## src/rtl/ps2_mouse_decoder_if.sv

```systemverilog
// Signal bundle between the PS/2 mouse decoder and its surroundings:
// the raw PS/2 line on one side, the cursor/button view for the core on the other.
interface ps2_mouse_decoder_if;
   logic        ps2_clk;
   logic        ps2_data;
   logic [15:0] mouse_x;
   logic [15:0] mouse_y;
   logic        left_click;
   logic        right_click;
   logic        data_ready;
   logic        frame_error;

   modport master (
      input  ps2_clk, ps2_data,
      output mouse_x, mouse_y, left_click, right_click, data_ready, frame_error
   );

   modport slave (
      output ps2_clk, ps2_data,
      input  mouse_x, mouse_y, left_click, right_click, data_ready, frame_error
   );
endinterface

```

## src/rtl/ps2_mouse_decoder.sv

```systemverilog
// Receive-only PS/2 mouse front end: filters the line, deframes 11-bit bytes,
// assembles 3-byte stream packets and integrates them into a clamped cursor.
//
// state   | meaning
// S_IDLE  | waiting for a start bit (data low on a filtered falling edge)
// S_RECV  | shifting data, parity and stop bits; watchdog running
// S_CHECK | one cycle: judge parity/stop and file the byte into the packet
// S_APPLY | one cycle: integrate deltas, update buttons, pulse data_ready
module ps2_mouse_decoder #(
   parameter int SCREEN_W   = 640,
   parameter int SCREEN_H   = 480,
   parameter int FILTER_LEN = 8,
   parameter int TIMEOUT    = 50000
) (
   input logic                  clk,
   input logic                  reset,
   ps2_mouse_decoder_if.master  bus
);
   localparam int FW = $clog2(FILTER_LEN + 1);
   localparam int TW = $clog2(TIMEOUT + 1);
   localparam logic [FW-1:0] FILT_LOAD = FW'(FILTER_LEN - 1);
   localparam logic [TW-1:0] TOUT_LOAD = TW'(TIMEOUT - 1);
   localparam logic signed [16:0] X_MAX = 17'(SCREEN_W - 1);
   localparam logic signed [16:0] Y_MAX = 17'(SCREEN_H - 1);

   typedef enum logic [1:0] {S_IDLE, S_RECV, S_CHECK, S_APPLY} state_t;
   state_t state, state_nxt;

   logic [1:0]    clk_sync, data_sync;
   logic [FW-1:0] filt_cnt;
   logic          clk_filt, clk_filt_d;
   logic          sample_evt, data_bit;
   logic [TW-1:0] tout_cnt;
   logic          tout_hit;
   logic [3:0]    bit_cnt;
   logic [1:0]    byte_idx;
   logic [7:0]    shreg;
   logic          parity_bit, stop_bit, good;
   logic          btn_l, btn_r, x_sign, y_sign, x_ovf, y_ovf;
   logic [7:0]    dx_byte, dy_byte;
   logic signed [16:0] dx, dy, x_sum, y_sum;
   logic [15:0]   x_new, y_new;

   assign sample_evt = clk_filt_d & ~clk_filt;
   assign data_bit   = data_sync[1];
   assign tout_hit   = (state == S_RECV) && !sample_evt && (tout_cnt == '0);
   assign good       = (^{shreg, parity_bit}) & stop_bit;

   always_ff @(posedge clk) begin
      if (reset) begin
         clk_sync   <= '1;
         data_sync  <= '1;
         filt_cnt   <= FILT_LOAD;
         clk_filt   <= 1'b1;
         clk_filt_d <= 1'b1;
      end else begin
         clk_sync   <= {clk_sync[0], bus.ps2_clk};
         data_sync  <= {data_sync[0], bus.ps2_data};
         clk_filt_d <= clk_filt;
         // level flips only after FILTER_LEN consecutive disagreeing samples
         if (clk_sync[1] == clk_filt) begin
            filt_cnt <= FILT_LOAD;
         end else if (filt_cnt == '0) begin
            clk_filt <= clk_sync[1];
            filt_cnt <= FILT_LOAD;
         end else begin
            filt_cnt <= filt_cnt - 1'b1;
         end
      end
   end

   always_ff @(posedge clk) begin
      if (reset) state <= S_IDLE;
      else       state <= state_nxt;
   end

   always_comb begin
      state_nxt = state;
      case (state)
         S_IDLE:  if (sample_evt && !data_bit) state_nxt = S_RECV;
         S_RECV:  if (sample_evt && bit_cnt == 4'd10) state_nxt = S_CHECK;
                  else if (tout_hit)                  state_nxt = S_IDLE;
         S_CHECK: state_nxt = (good && byte_idx == 2'd2) ? S_APPLY : S_IDLE;
         S_APPLY: state_nxt = S_IDLE;
         default: state_nxt = S_IDLE;
      endcase
   end

   always_comb begin
      dx    = {{8{x_sign}}, x_sign, dx_byte};
      dy    = {{8{y_sign}}, y_sign, dy_byte};
      x_sum = $signed({1'b0, bus.mouse_x}) + dx;
      y_sum = $signed({1'b0, bus.mouse_y}) - dy;
      if (x_sum < 0)          x_new = '0;
      else if (x_sum > X_MAX) x_new = X_MAX[15:0];
      else                    x_new = x_sum[15:0];
      if (y_sum < 0)          y_new = '0;
      else if (y_sum > Y_MAX) y_new = Y_MAX[15:0];
      else                    y_new = y_sum[15:0];
   end

   always_ff @(posedge clk) begin
      if (reset) begin
         bit_cnt         <= '0;
         byte_idx        <= '0;
         shreg           <= '0;
         parity_bit      <= 1'b0;
         stop_bit        <= 1'b0;
         tout_cnt        <= '0;
         {btn_l, btn_r, x_sign, y_sign, x_ovf, y_ovf} <= '0;
         dx_byte         <= '0;
         dy_byte         <= '0;
         bus.mouse_x     <= 16'(SCREEN_W / 2);
         bus.mouse_y     <= 16'(SCREEN_H / 2);
         bus.left_click  <= 1'b0;
         bus.right_click <= 1'b0;
         bus.data_ready  <= 1'b0;
         bus.frame_error <= 1'b0;
      end else begin
         bus.data_ready  <= 1'b0;
         bus.frame_error <= 1'b0;
         case (state)
            S_IDLE: begin
               tout_cnt <= TOUT_LOAD;
               if (sample_evt && !data_bit) bit_cnt <= 4'd1;
            end
            S_RECV: begin
               if (sample_evt) begin
                  tout_cnt <= TOUT_LOAD;
                  bit_cnt  <= bit_cnt + 4'd1;
                  if (bit_cnt <= 4'd8)       shreg      <= {data_bit, shreg[7:1]};
                  else if (bit_cnt == 4'd9)  parity_bit <= data_bit;
                  else                       stop_bit   <= data_bit;
               end else if (tout_cnt == '0) begin
                  byte_idx <= '0;
               end else begin
                  tout_cnt <= tout_cnt - 1'b1;
               end
            end
            S_CHECK: begin
               bit_cnt <= '0;
               if (!good) begin
                  bus.frame_error <= 1'b1;
                  byte_idx        <= '0;
               end else begin
                  case (byte_idx)
                     2'd0: begin
                        // header without the always-one sync bit: drop it and resync
                        if (!shreg[3]) begin
                           bus.frame_error <= 1'b1;
                        end else begin
                           {y_ovf, x_ovf, y_sign, x_sign} <= shreg[7:4];
                           {btn_r, btn_l}                 <= shreg[1:0];
                           byte_idx <= 2'd1;
                        end
                     end
                     2'd1:    begin dx_byte <= shreg; byte_idx <= 2'd2; end
                     2'd2:    dy_byte <= shreg;
                     default: byte_idx <= '0;
                  endcase
               end
            end
            S_APPLY: begin
               if (!x_ovf) bus.mouse_x <= x_new;
               if (!y_ovf) bus.mouse_y <= y_new;
               bus.left_click  <= btn_l;
               bus.right_click <= btn_r;
               bus.data_ready  <= 1'b1;
               byte_idx        <= '0;
            end
            default: ;
         endcase
      end
   end
endmodule

```

## src/flat_wrapper.sv

```systemverilog
// flat-port wrapper written by rule: the top's interface ports become plain ports
module ps2_mouse_decoder_flat 
#(
   parameter int SCREEN_W   = 640,
   parameter int SCREEN_H   = 480,
   parameter int FILTER_LEN = 8,
   parameter int TIMEOUT    = 50000
)
  (clk, reset, bus_ps2_clk, bus_ps2_data, bus_mouse_x, bus_mouse_y, bus_left_click, bus_right_click, bus_data_ready, bus_frame_error);
  ps2_mouse_decoder_if bus_i ();
  input logic clk;
  input logic reset;
  input wire logic [$bits(bus_i.ps2_clk)-1:0] bus_ps2_clk;
  input wire logic [$bits(bus_i.ps2_data)-1:0] bus_ps2_data;
  output wire logic [$bits(bus_i.mouse_x)-1:0] bus_mouse_x;
  output wire logic [$bits(bus_i.mouse_y)-1:0] bus_mouse_y;
  output wire logic [$bits(bus_i.left_click)-1:0] bus_left_click;
  output wire logic [$bits(bus_i.right_click)-1:0] bus_right_click;
  output wire logic [$bits(bus_i.data_ready)-1:0] bus_data_ready;
  output wire logic [$bits(bus_i.frame_error)-1:0] bus_frame_error;
  assign bus_i.ps2_clk = bus_ps2_clk;
  assign bus_i.ps2_data = bus_ps2_data;
  assign bus_mouse_x = bus_i.mouse_x;
  assign bus_mouse_y = bus_i.mouse_y;
  assign bus_left_click = bus_i.left_click;
  assign bus_right_click = bus_i.right_click;
  assign bus_data_ready = bus_i.data_ready;
  assign bus_frame_error = bus_i.frame_error;
  ps2_mouse_decoder #(.SCREEN_W(SCREEN_W), .SCREEN_H(SCREEN_H), .FILTER_LEN(FILTER_LEN), .TIMEOUT(TIMEOUT)) u_core (.clk(clk), .reset(reset), .bus(bus_i));
endmodule
```

## config.mk

```make
export PLATFORM = sky130hd
export DESIGN_NAME = ps2_mouse_decoder_flat
export DESIGN_NICKNAME = d
export VERILOG_FILES = /design/src/rtl/ps2_mouse_decoder_if.sv /design/src/rtl/ps2_mouse_decoder.sv /design/src/flat_wrapper.sv
export SDC_FILE = /design/constraint.sdc
export NUM_CORES = 1
export LEC_CHECK = 0
export CORE_MARGIN = 2
export CORE_UTILIZATION = 45
export DETAILED_ROUTE_END_ITERATION = 8
export PLACE_DENSITY = 0.77
export SYNTH_ARGS = -nofsm -noshare
export SYNTH_HDL_FRONTEND = slang
export SYNTH_SLANG_ARGS = --single-unit
```

## constraint.sdc

```tcl
create_clock -name clk -period 2.8 [get_ports clk]
set_input_delay 0.42 -clock clk [delete_from_list [all_inputs] [get_ports clk]]
set_output_delay 0.42 -clock clk [all_outputs]
set_load 0.02 [all_outputs]
```

==> results of run 1 <==
==> where the power goes <==
group / switching [mW] / total [mW] / internal [mW]
clock: 0.552 / 1.41 / 0.860
combinational: 0.104 / 0.165 / 0.0613
sequential: 0.0209 / 1.49 / 1.47
total: 0.677 / 3.07 / 2.39
==> worst max-delay path, stage by stage, from the launching register on <==
cell and delay [ns]:
dfxtp_4 0.35, inv_2 0.04, ha_4 0.15, fa_2 0.35, nand2b_4 0.15, a21o_1 0.18
a31o_4 0.24, a211oi_4 0.25, a221oi_2 0.09, or4b_4 0.58, nor3_4 0.21, a311oi_1 0.12
==> what timing repair did <==
item                                    CTS  global route
setup buffers                             2             4
pin swaps                                12            17
endpoints found under the hold margin     0             0
endpoints found under the setup margin   18            19
resized for setup                        24            20
gates cloned                              1             0
==> registers in the layout (all words and copies together) (netlist names), 2 cells and up <==
signal and flops:
u_core.bus.mouse_y 16, u_core.state 2, u_core.data_sync 2, u_core.clk_sync 2, u_core.bus.mouse_x 16, u_core.tout_cnt 16
u_core.filt_cnt 4, u_core.shreg 8, u_core.bit_cnt 4, u_core.dx_byte 8, u_core.dy_byte 8, u_core.byte_idx 2
==> cell families (layout without fill, tap and decap cells) <==
group           Yosys count  in the layout  share of synthesized area [%]
mux                      28             28                           4.76
xor+xnor                 42             42                           6.48
fa+ha+maj                44             44                           9.60
simple gates            245            245                           20.7
flops                   102            102                           34.7
compound gates          171            171                           19.5
buf+inv                  61            138                           4.23
==> layer usage <==
layer / GRT usage [%] / vias to the layer above / share of wire, %
met5: 0 / - / 0
met4: 7.37 / 0 / 2.1
met3: 2.80 / 24 / 2.8
met2: 34.2 / 83 / 50
met1: 23.6 / 2459 / 45
li1: - / 2627 / -
==> final timing paths <==
kind                         start                    end  slack [ns]  cells after the start
max          u_core.bus.mouse_y[0]  u_core.bus.mouse_y[1]       -0.07                     11
min             u_core.filt_cnt[0]     u_core.filt_cnt[0]        0.41                      1
max reg2reg  u_core.bus.mouse_y[0]  u_core.bus.mouse_y[1]       -0.07                     11
min reg2reg     u_core.filt_cnt[0]     u_core.filt_cnt[0]        0.41                      1
==> layout make-up <==
class	instances	area share, %
tap	172	2.94
multi-input combinational	530	52.2
clock buffer	12	3.64
sequential	102	28.0
clock inverter	4	1.06
inverter	33	1.69
timing repair buffer	89	10.5
==> stage by stage <==
stage / total power [mW] / setup TNS (ns) / util (%)
after floorplan: 1.64 / 0 / -
after global placement: 1.68 / -0.121 / 52.8
after detailed placement: 1.69 / -1.28 / 52.8
after CTS: 3.10 / -0.0683 / 56.5
after global routing: 3.18 / -1.53 / 57.6
final: 3.07 / -0.201 / 57.6
==> layout by cell type, fill, tap and decap left out, types with 6 or more instances in the layout <==
| cell type | Yosys | layout |
|---|---|---|
| a221oi_2 | 0 | 7 |
| nor2_1 | 70 | 69 |
| ha_1 | 42 | 37 |
| dfxtp_2 | 0 | 6 |
| nand3_1 | 24 | 24 |
| or2_2 | 11 | 11 |
| mux2i_1 | 28 | 27 |
| clkbuf_16 | 0 | 9 |
| dfxtp_1 | 102 | 95 |
| clkdlybuf4s50_1 | 0 | 38 |
| nor2b_1 | 10 | 10 |
| nand2_1 | 45 | 45 |
| or3_1 | 11 | 11 |
| nand2b_1 | 9 | 7 |
| xnor2_1 | 28 | 28 |
| nor3_1 | 21 | 21 |
| o211ai_1 | 10 | 10 |
| a21oi_1 | 53 | 51 |
| inv_1 | 33 | 30 |
| and3_1 | 7 | 6 |
| a31oi_1 | 7 | 7 |
| a21o_1 | 13 | 13 |
| o21a_1 | 10 | 10 |
| buf_4 | 1 | 48 |
| xor2_1 | 13 | 13 |
| and2_1 | 16 | 16 |
| o21ai_0 | 25 | 24 |
==> impl_metrics.py, run 1 <==
metrics = {
    "clock_tree": {
        "cts_inserted_buffers": 9,
        "cts_tree": "built",
        "cts.path.max_buffers": 2,
        "clk_pin_slew_ns": 0.07,
        "hold_buffers": 0,
        "clk_latency_ns": 0.35,
        "cts_htree_levels": 3,
        "clkSinkCount": 102,
        "clock-root-buffer": "clkbuf_16",
    },
    "place": {
        "place_congestion": 0.923,
        "port_buffers": 39,
        "dp_hpwl_um": 10000,
        "place_inst": 919,
        "placed_area_um2": 6710,
        "pre_cts_ws_ns": -0.118,
    },
    "timing": {
        "hold_viol": 0,
        "holdWs_ns": 0.406,
        "relSlewSlack_pct": 49.8,
        "fmax_mhz": 349,
        "setup_ws_ns": -0.0659,
        "rsz0062_at_grt": "yes",
        "timing.final.crit_share_pct": 102,
        "fin_skew_ns": 0.00709,
        "slew_violations": 0,
        "fin_crit_ns": 2.87,
        "worst_pin_slew_ns": 0.752,
        "setup_viol": 5,
    },
    "global_routing": {
        "grt_start_max_net_pins": 36,
        "grt_pass1_vias": 5083,
        "track_usage_pct": 19.3,
        "grt_pass1_wl_um": 22800,
        "gr-total-overflow": 0,
        "antenna_found_initial": 0,
    },
    "critical_path": {
        "worst_ep_required_time_ns": 3.00,
        "path_class": "reg -> reg",
        "arrival_ns": 3.07,
        "cp_max_fo": 6,
        "startpoint_type": "flip-flop",
        "cp-end-kind": "flip-flop",
    },
    "floorplan": {
        "dieArea_um2": 14000,
        "dieWidth_um": 118,
        "io_pins": 40,
        "initial_core_util_pct": 46.3,
        "coreArea_um2": 12700,
        "die_h_um": 118,
        "num_rows": 41,
    },
    "yosys": {
        "synth_edf_count": 0,
        "synthCells": 693,
        "async_reset_ff_share_pct": 0,
        "synth_fp_nets": 741,
        "ys.flop_type": "dfxtp_1",
        "synth_cell_types": 68,
        "synth_largest_area_cell": "dfxtp_1",
        "synth-seq-cells": 102,
        "yosysSeqAreaShare_pct": 34.7,
        "synth_area_leaders": "dfxtp_1 (35%), ha_1 (8.9%), mux2i_1 (4.8%)",
        "synth_commonest_cells": "dfxtp_1 (102), nor2_1 (70), a21oi_1 (53)",
        "ys_warn_count": 0,
        "synth_area_per_cell_um2": 8.50,
        "synth_top_area_share_pct": 34.7,
        "syn_area_um2": 5890,
        "yosysMostFrequentCell": "dfxtp_1",
    },
    "power_and_ir_drop": {
        "power.leakage_nw": 2.87,
        "ir_drop_mv": 0.242,
        "powerDensity_nw_per_um2": 419,
    },
    "route": {
        "dr.first_iter.drc_count": 252,
        "wl_per_cell_um": 14.5,
        "drt_pass1_iterations": 4,
        "num_vias": 5193,
        "vias_per_cell": 5.51,
        "drt-total-wl_um": 13700,
        "ant_nets": 0,
        "post-route-drc-count": 0,
    },
    "finish": {
        "instances_no_fill": 942,
        "stdcell_area_um2": 7330,
        "fill_cells": 1150,
        "syn_to_final_growth_pct": 24.3,
        "nNetsFinal": 813,
        "antennaDiodeCount": 0,
        "regArea_um2": 2050,
        "multi_input_area_um2": 3820,
        "drive_gt1_share_pct": 16.4,
    },
    "job": {
        "cap_viol_max_count": 0,
    },
    "worst_hold_path": {
        "min_path_type": "reg -> reg",
    },
    "status": {
        "outcome": "finished with violations",
        "violations": "setup timing",
    },
}
Power figures use the tool's default switching activity.
==> run 2, diff against run 1 <==
--- a/config.mk
+++ b/config.mk
@@ -7,6 +7,7 @@
 export LEC_CHECK = 0
 export CORE_MARGIN = 2
 export CORE_UTILIZATION = 45
+export CTS_CLUSTER_DIAMETER = 100
 export DETAILED_ROUTE_END_ITERATION = 8
 export PLACE_DENSITY = 0.77
 export SYNTH_ARGS = -nofsm -noshare
==> results of run 2 <==
The final DEF is identical to that of run 1; final timing and power are the same.
